[src/rtl/fifo_pkg.sv]
// Shared sizing for the synchronous FIFO controller and its storage.
// Default depth/threshold constants plus the occupancy-width helper.
package fifo_pkg;

  localparam int FIFO_DATA_W = 32;
  localparam int FIFO_ADDR_W = 6;
  localparam int FIFO_DEPTH  = 2 ** FIFO_ADDR_W;
  localparam int FIFO_AFULL_TH  = 60;
  localparam int FIFO_AEMPTY_TH = 4;

  function automatic int cnt_w(input int aw);
    return aw + 1;
  endfunction

endpackage

[src/rtl/sfifo_mem.sv]
// Two-port FIFO storage: synchronous write, registered read-first read.
// Contents are deliberately never reset.
module sfifo_mem #(
  parameter int DW = 32,
  parameter int AW = 6
) (
  input  logic          clk,
  input  logic          we,
  input  logic [AW-1:0] waddr,
  input  logic [DW-1:0] wdata,
  input  logic          re,
  input  logic [AW-1:0] raddr,
  output logic [DW-1:0] rdata
);

  logic [DW-1:0] mem [2**AW];

  always_ff @(posedge clk)
    if (we) mem[waddr] <= wdata;

  // Same-address read sees the pre-write word.
  always_ff @(posedge clk)
    if (re) rdata <= mem[raddr];

endmodule

[src/rtl/sync_fifo_ctrl_64.sv]
// Single-clock 64x32 FIFO: pointers, flags, count, flush and sticky errors.
// Read data arrives one cycle after an accepted pop.
module sync_fifo_ctrl_64
  import fifo_pkg::*;
#(
  parameter int DATA_W    = FIFO_DATA_W,
  parameter int ADDR_W    = FIFO_ADDR_W,
  parameter int AFULL_TH  = FIFO_AFULL_TH,
  parameter int AEMPTY_TH = FIFO_AEMPTY_TH
) (
  input  logic                       clk,
  input  logic                       rst,
  input  logic                       flush,
  input  logic                       wr_en,
  input  logic [DATA_W-1:0]          wr_data,
  input  logic                       rd_en,
  output logic [DATA_W-1:0]          rd_data,
  output logic                       rd_valid,
  output logic                       full,
  output logic                       almost_full,
  output logic                       empty,
  output logic                       almost_empty,
  output logic [cnt_w(ADDR_W)-1:0]   count,
  output logic                       overflow,
  output logic                       underflow,
  input  logic                       clr_err
);

  localparam int PW = cnt_w(ADDR_W);
  localparam logic [PW-1:0] AF = PW'(AFULL_TH);
  localparam logic [PW-1:0] AE = PW'(AEMPTY_TH);

  logic [PW-1:0]     wr_ptr, rd_ptr;
  logic [DATA_W-1:0] mem_q;
  logic              seen;
  logic              wr_acc, rd_acc;

  assign count = wr_ptr - rd_ptr;
  assign empty = (wr_ptr == rd_ptr);
  assign full  = (wr_ptr[ADDR_W] != rd_ptr[ADDR_W]) &&
                 (wr_ptr[ADDR_W-1:0] == rd_ptr[ADDR_W-1:0]);
  assign almost_full  = (count >= AF);
  assign almost_empty = (count <= AE);

  assign wr_acc = wr_en & ~full & ~flush;
  assign rd_acc = rd_en & ~empty & ~flush;

  // Storage read register has no reset; mask it until the first pop.
  assign rd_data = seen ? mem_q : '0;

  always_ff @(posedge clk or negedge rst) begin
    if (!rst) begin
      wr_ptr    <= '0;
      rd_ptr    <= '0;
      rd_valid  <= 1'b0;
      seen      <= 1'b0;
      overflow  <= 1'b0;
      underflow <= 1'b0;
    end else if (flush) begin
      wr_ptr    <= '0;
      rd_ptr    <= '0;
      rd_valid  <= 1'b0;
      overflow  <= 1'b0;
      underflow <= 1'b0;
    end else begin
      if (wr_acc) wr_ptr <= wr_ptr + PW'(1);
      if (rd_acc) rd_ptr <= rd_ptr + PW'(1);
      if (rd_acc) seen   <= 1'b1;
      rd_valid  <= rd_acc;
      overflow  <= (wr_en & full) | (overflow & ~clr_err);
      underflow <= (rd_en & empty) | (underflow & ~clr_err);
    end
  end

  sfifo_mem #(
    .DW (DATA_W),
    .AW (ADDR_W)
  ) u_mem (
    .clk   (clk),
    .we    (wr_acc),
    .waddr (wr_ptr[ADDR_W-1:0]),
    .wdata (wr_data),
    .re    (rd_acc),
    .raddr (rd_ptr[ADDR_W-1:0]),
    .rdata (mem_q)
  );

endmodule

[config.mk]
export PLATFORM = sky130hd
export DESIGN_NAME = sync_fifo_ctrl_64
export DESIGN_NICKNAME = d
export VERILOG_FILES = /design/src/rtl/fifo_pkg.sv /design/src/rtl/sfifo_mem.sv /design/src/rtl/sync_fifo_ctrl_64.sv
export SDC_FILE = /design/constraint.sdc
export NUM_CORES = 2
export LEC_CHECK = 0
export CORE_AREA = 2 2 269 470
export CTS_CLUSTER_DIAMETER = 120
export DETAILED_ROUTE_END_ITERATION = 8
export DIE_AREA = 0 0 271 472
export GPL_ROUTABILITY_DRIVEN = 0
export PLACE_DENSITY_LB_ADDON = 0.05
export RECOVER_POWER = 50
export SLEW_MARGIN = 20
export SYNTH_ARGS = -nofsm -noshare
export SYNTH_HDL_FRONTEND = slang
export SYNTH_HIERARCHICAL = 1
export SYNTH_SLANG_ARGS = --single-unit
export TNS_END_PERCENT = 30
[constraint.sdc]
create_clock -name clk -period 10.15 [get_ports clk]
set_clock_uncertainty 0.15 [all_clocks]
set_input_delay 1.015 -clock clk [delete_from_list [all_inputs] [get_ports clk]]
set_output_delay 1.015 -clock clk [all_outputs]
set_load 0.02 [all_outputs]
**After elaboration in Yosys (flattened, before gate mapping)**

Memory sizes are Yosys's and may differ from the RTL's. A register that Yosys moved wholly into a read port is not among the register bits.
Cells that the tools add are included.
W data, S select, Z words.

- Register bits: 18
- Latch bits: 0
- Memory bits (writable): 2048
- Bits in read-only memories: 0
- Input port bits: 38
- Logic and storage cells: 43
- Memories: 1

Memory list:

| name | depth | width | rd ports | clocked after memory_dff | write ports | RTL line | source |
|---|---|---|---|---|---|---|---|
| u_mem.mem | 64 | 32 | 1 | 1 | 1 | sfifo_mem.sv:16 | `logic [DW-1:0] mem [2**AW];` |

- Add/sub/neg operators: 3
- Multiply operators: 0
- Div/mod/pow operators: 0
- Magnitude comparators: 2
- Equal/unequal tests: 3
- Shift-type cells: 0
- Muxes and demuxes: 10
- Bitwise gates (word level): 14
- Reductions and logical operators: 4

Operator list:

| operator | count |
|---|---|
| $mux W32 | 1 |
| $mux W7 | 4 |
| $add A7 B1 Y7 const B | 2 |
| $and A1 B1 Y1 | 8 |
| $eq A7 B7 Y1 | 1 |
| $ge A7 B6 Y1 const B | 1 |
| $le A7 B3 Y1 const B | 1 |
| $sub A7 B7 Y7 | 1 |
| $eq A6 B6 Y1 | 1 |
| $mux W1 | 5 |
| $not A1 Y1 | 4 |
| $reduce_bool A2 Y1 | 2 |
| $or A1 B1 Y1 | 2 |
| $reduce_and A2 Y1 | 1 |
| $logic_and A1 B1 Y1 | 1 |
| $ne A1 B1 Y1 | 1 |

**Longest topological paths before layout**

- Word-level depth: 7
- Depth in mapped cells: 10

**By module**

The synthesis kept the hierarchy.

By module, submodules not included:

| module | instances | cells an instance | area an instance (um^2) | sequential area each (um^2) |
|---|---|---|---|---|
| sfifo_mem | 1 | 3324 | 78835.6 | 62459.9 |
| sync_fifo_ctrl_64 | 1 | 162 | 1387.6 | 450.4 |

**Worst setup path before layout**

OpenSTA, ideal clock, no wires.

- Path kind: flip-flop to flip-flop
- From: reg wr_ptr[0]
- To: mem u_mem.mem[48][0], enable pin
- Setup time: 0.461 ns
- Data arrival time: 4.274 ns
- Data required time: 9.539 ns
- Setup slack: 5.265 ns
- Stages on the path, launching flop included: 9
- Buffers on the path: 0
- Period minus slack after synthesis: 4.885 ns
- Cells stage by stage: dfrtp_1 -> inv_1 -> ha_1 -> and4_4 -> and3_1 -> nor3_1 -> nor2b_1 -> nand4b_1 -> nor3_1

- Word-level cells in the longest chain between the ends: 7

Ends and longest elaborated chain:

| item | RTL line | source |
|---|---|---|
| start: declaration | sync_fifo_ctrl_64.sv:33 | `logic [PW-1:0] wr_ptr, rd_ptr;` |
| start signal: assignment | sync_fifo_ctrl_64.sv:66 | `if (wr_acc) wr_ptr <= wr_ptr + PW'(1);` |
| $eq A6 B6 Y1 | sync_fifo_ctrl_64.sv:41 | `(wr_ptr[ADDR_W-1:0] == rd_ptr[ADDR_W-1:0]);` |
| $logic_and A1 B1 Y1 | sync_fifo_ctrl_64.sv:40 | `assign full = (wr_ptr[ADDR_W] != rd_ptr[ADDR_W]) &&` |
| named net full | sync_fifo_ctrl_64.sv:19 | `output logic full,` |
| $not A1 Y1 | sync_fifo_ctrl_64.sv:45 | `assign wr_acc = wr_en & ~full & ~flush;` |
| $and A1 B1 Y1 (2 in series) | sync_fifo_ctrl_64.sv:45 |  |
| named net wr_acc | sync_fifo_ctrl_64.sv:36 | `logic wr_acc, rd_acc;` |
| $mux W1 | sfifo_mem.sv:19 | `if (we) mem[waddr] <= wdata;` |
| $mux W1 (implied by the code) | sfifo_mem.sv:19 |  |
| end: declaration | sfifo_mem.sv:16 |  |

The timed path passes the listed nets, and every way through them passes these cells.

**Worst setup path after layout**

- From: reg rd_ptr[2]
- To: mem u_mem.mem[6][4], enable pin

- Word-level cells in the longest chain between the ends: 7

Ends and longest elaborated chain:

| item | RTL line | source |
|---|---|---|
| start: declaration | sync_fifo_ctrl_64.sv:33 |  |
| start signal: assignment | sync_fifo_ctrl_64.sv:67 | `if (rd_acc) rd_ptr <= rd_ptr + PW'(1);` |
| $eq A6 B6 Y1 | sync_fifo_ctrl_64.sv:41 |  |
| $logic_and A1 B1 Y1 | sync_fifo_ctrl_64.sv:40 |  |
| $not A1 Y1 | sync_fifo_ctrl_64.sv:45 |  |
| $and A1 B1 Y1 (2 in series) | sync_fifo_ctrl_64.sv:45 |  |
| named net wr_acc | sync_fifo_ctrl_64.sv:36 |  |
| $mux W1 | sfifo_mem.sv:19 |  |
| $mux W1 (implied by the code) | sfifo_mem.sv:19 |  |

The timed path passes the listed nets, and every way through them passes these cells.

==> metrics.cfg <==
[pwr]
power.density_nw_per_um2=205
power_leakage_nw=26.8
ir_worst_vdd_mv=0.212

[yosys]
synth_edf_count=2080
syn_nets=3533
synth_cells=3486
synth-async-reset-ratio=0.00858
synth_flop_cell=edfxtp_1
synth_seq_area_share=0.784
synth.distinct_cells=50
synthesis.area_um2=80200
avgSynthCellArea_um2=23.0
ys_seq_elements=2098
yosysWarnings=6

[sta]
period_needed_ps=6610
finalCritPeriodShare=0.652
max_slew.worst_pin.slew_ps=3830
setup_tns_ps=0
whs_ps=465
hold_viol_final=0
finalMaxSlewViolations=2135
setup_viol=0
fmax_mhz=151
rsz0062_at_grt=false
slew_headroom=-1.56

[critical_path]
cp_data_required_time_ps=10430
worstSetupPathType=reg -> reg
cp.arrival_ps=6890
cp_max_fo=44
end_kind=register
start_kind=register

[routing]
ant_nets=0
vias_per_cell=6.92
route.detailed.drc=0
drtIter0Drc=4881
num_vias=37900
dr.pass1.iters=5
routedWlPerCell_um=36.3
wirelength_um=199000

[floorplanning]
io_pins=84
dieArea_um2=128000
start_util=0.648
die_y_um=472
num_rows=171
die-width_um=271
core_area_um2=124000

[grt]
grt_pass1_wl_um=282000
grt_max_degree=114
antenna_found_initial=10
overflow=0
grt_pass1_vias=38500
track_usage=0.317

[finish]
finalInstanceArea_um2=89400
layout_commonest_cell=edfxtp_1
final_nets=3734
final_cell_mix=edfxtp_1 (2080), mux4_2 (544), clkbuf_16 (177)
fillers=7037
drive_gt1_frac=0.260
synthToLayoutAreaGrowth_pct=11.5

[placement]
post-dp-hpwl_um=119000
port_buffers=83
dpl-instance-area_um2=83600

[clocking]
postCtsHoldBufs=0
cts_tree=yes
cts_setup_buffers=0
path_clk_slew_ps=60
cts_resized=0
insertion_delay_ps=810
cts-buffers-inserted=176
ctsHtreeMaxLevel=4
cts.root.buffer_cell=clkbuf_16
clock_sinks=2098
cts_buffer_depth=3

[outcome]
status=complete, but fails checks
violations=capacitance limit, slew limit

[run]
maxCapViolations=35

[min_path]
worstHoldPathType=reg -> reg

## registers in the layout, summed over array words and instances (netlist names)
signal,count
overflow,1
rd_ptr,7
rd_valid,1
seen,1
u_mem/mem,2048
u_mem/rdata,32
underflow,1
wr_ptr,7
## metal layers
layer / global-route usage / up-vias / wire [µm]
li1: - / 15200 / -
met1: 0.408 / 20400 / 68500
met5: 0 / - / 27
met3: 0.0455 / 357 / 15500
met2: 0.562 / 1991 / 108000
met4: 0.104 / 4 / 7090
## final cells by class
cell class	instances	area [µm²]	share of cell area
Sequential cell	2098	62900	0.704
Timing Repair Buffer	211	1940	0.0217
Clock inverter	122	1100	0.0123
Inverter	13	48.8	0.000546
Clock buffer	205	4530	0.0507
Multi-Input combinational cell	1187	16800	0.188
Antenna cell	3	7.51	0.0000839
Tap cell	1643	2060	0.0230
## kinds of logic (layout without fill, tap and decap cells)
| kind of cell | after synthesis | count (layout) | synth area share |
|---|---|---|---|
| mux | 639 | 639 | 0.165 |
| other cells | 0 | 3 | 0 |
| flops | 2098 | 2098 | 0.784 |
| fa+ha+maj | 9 | 9 | 0.00150 |
| buf+inv | 201 | 551 | 0.0120 |
| compound gates | 216 | 216 | 0.0176 |
| simple gates | 305 | 305 | 0.0182 |
| xor+xnor | 18 | 18 | 0.00197 |
## worst max-delay path: stages, from the launching register on
cell,delay (ps)
dfrtp_1,1860
inv_1,280
ha_1,480
and4_1,260
and3_1,230
nor3_1,660
nor2b_1,340
nand3_1,780
nor2_4,1140
## worst paths after layout
check | slack (ps) | to | cells past startpoint | from
hold reg to reg | 460 | wr_ptr[6]$_DFFE_PN0P_ | 2 | wr_ptr[6]$_DFFE_PN0P_
setup / recovery | 3540 | u_mem/mem[6][4]$_DFFE_PP_ | 8 | rd_ptr[2]$_DFFE_PN0P_
max in group asynchronous | 8450 | rd_ptr[3]$_DFFE_PN0P_ | 1 | rst
setup reg to reg | 3540 | u_mem/mem[6][4]$_DFFE_PP_ | 8 | rd_ptr[2]$_DFFE_PN0P_
min in group asynchronous | 670 | underflow$_DFF_PN0_ | 1 | rst
hold / removal | 460 | wr_ptr[6]$_DFFE_PN0P_ | 2 | wr_ptr[6]$_DFFE_PN0P_
## synth_stat cells, types with 2 or more instances
cell type  instances  area share
and2_1            35      0.0027
or3_1              4     0.00031
or3b_2             3     0.00033
xor2_1             8     0.00087
buf_6              5     0.00070
or2_2              3     0.00023
ha_1               8      0.0012
nand3b_1           5     0.00047
a311oi_1           8     0.00087
buf_4             25      0.0023
nor3_2             2     0.00025
dfrtp_1           18      0.0056
o21ai_0            3     0.00019
a21oi_1           65      0.0041
inv_1             13     0.00061
nand2b_1           8     0.00062
buf_1             21     0.00098
nand3_1            6     0.00037
o22ai_1           85      0.0066
and3_1             7     0.00055
nand4_1           10     0.00078
edfxtp_1        2080        0.78
nor3_1            10     0.00062
or3b_1             2     0.00022
mux4_2           544        0.15
mux2i_1           95       0.012
nor2_1           156      0.0073
o32ai_1            4     0.00044
buf_2             58      0.0036
xnor2_1           10      0.0011
clkbuf_1          78      0.0036
o221ai_1          27      0.0029
a41o_1             4     0.00050
nor2b_1           19      0.0015
a22oi_1           12      0.0011
a31oi_1            2     0.00016
nand2_1           30      0.0014
## stage by stage
stage               std cells  power (mW)  setup slack [ps]  utilization
floorplan                3486        11.2              5270            -
global placement         5128        11.8              4640        0.673
detailed placement       5135        11.9              4580        0.675
CTS                      5462        18.4              4660        0.720
global route             5480        18.8              3110        0.722
finish                   5482        18.4              3540        0.722
## power breakdown
part | internal (mW) | switching (mW) | leakage, nW
clock network | 3.65 | 3.02 | 2.77
logic | 0.924 | 1.13 | 5.09
registers | 9.59 | 0.0471 | 18.9
total | 14.2 | 4.19 | 26.8
Power figures use the tool's default switching activity.
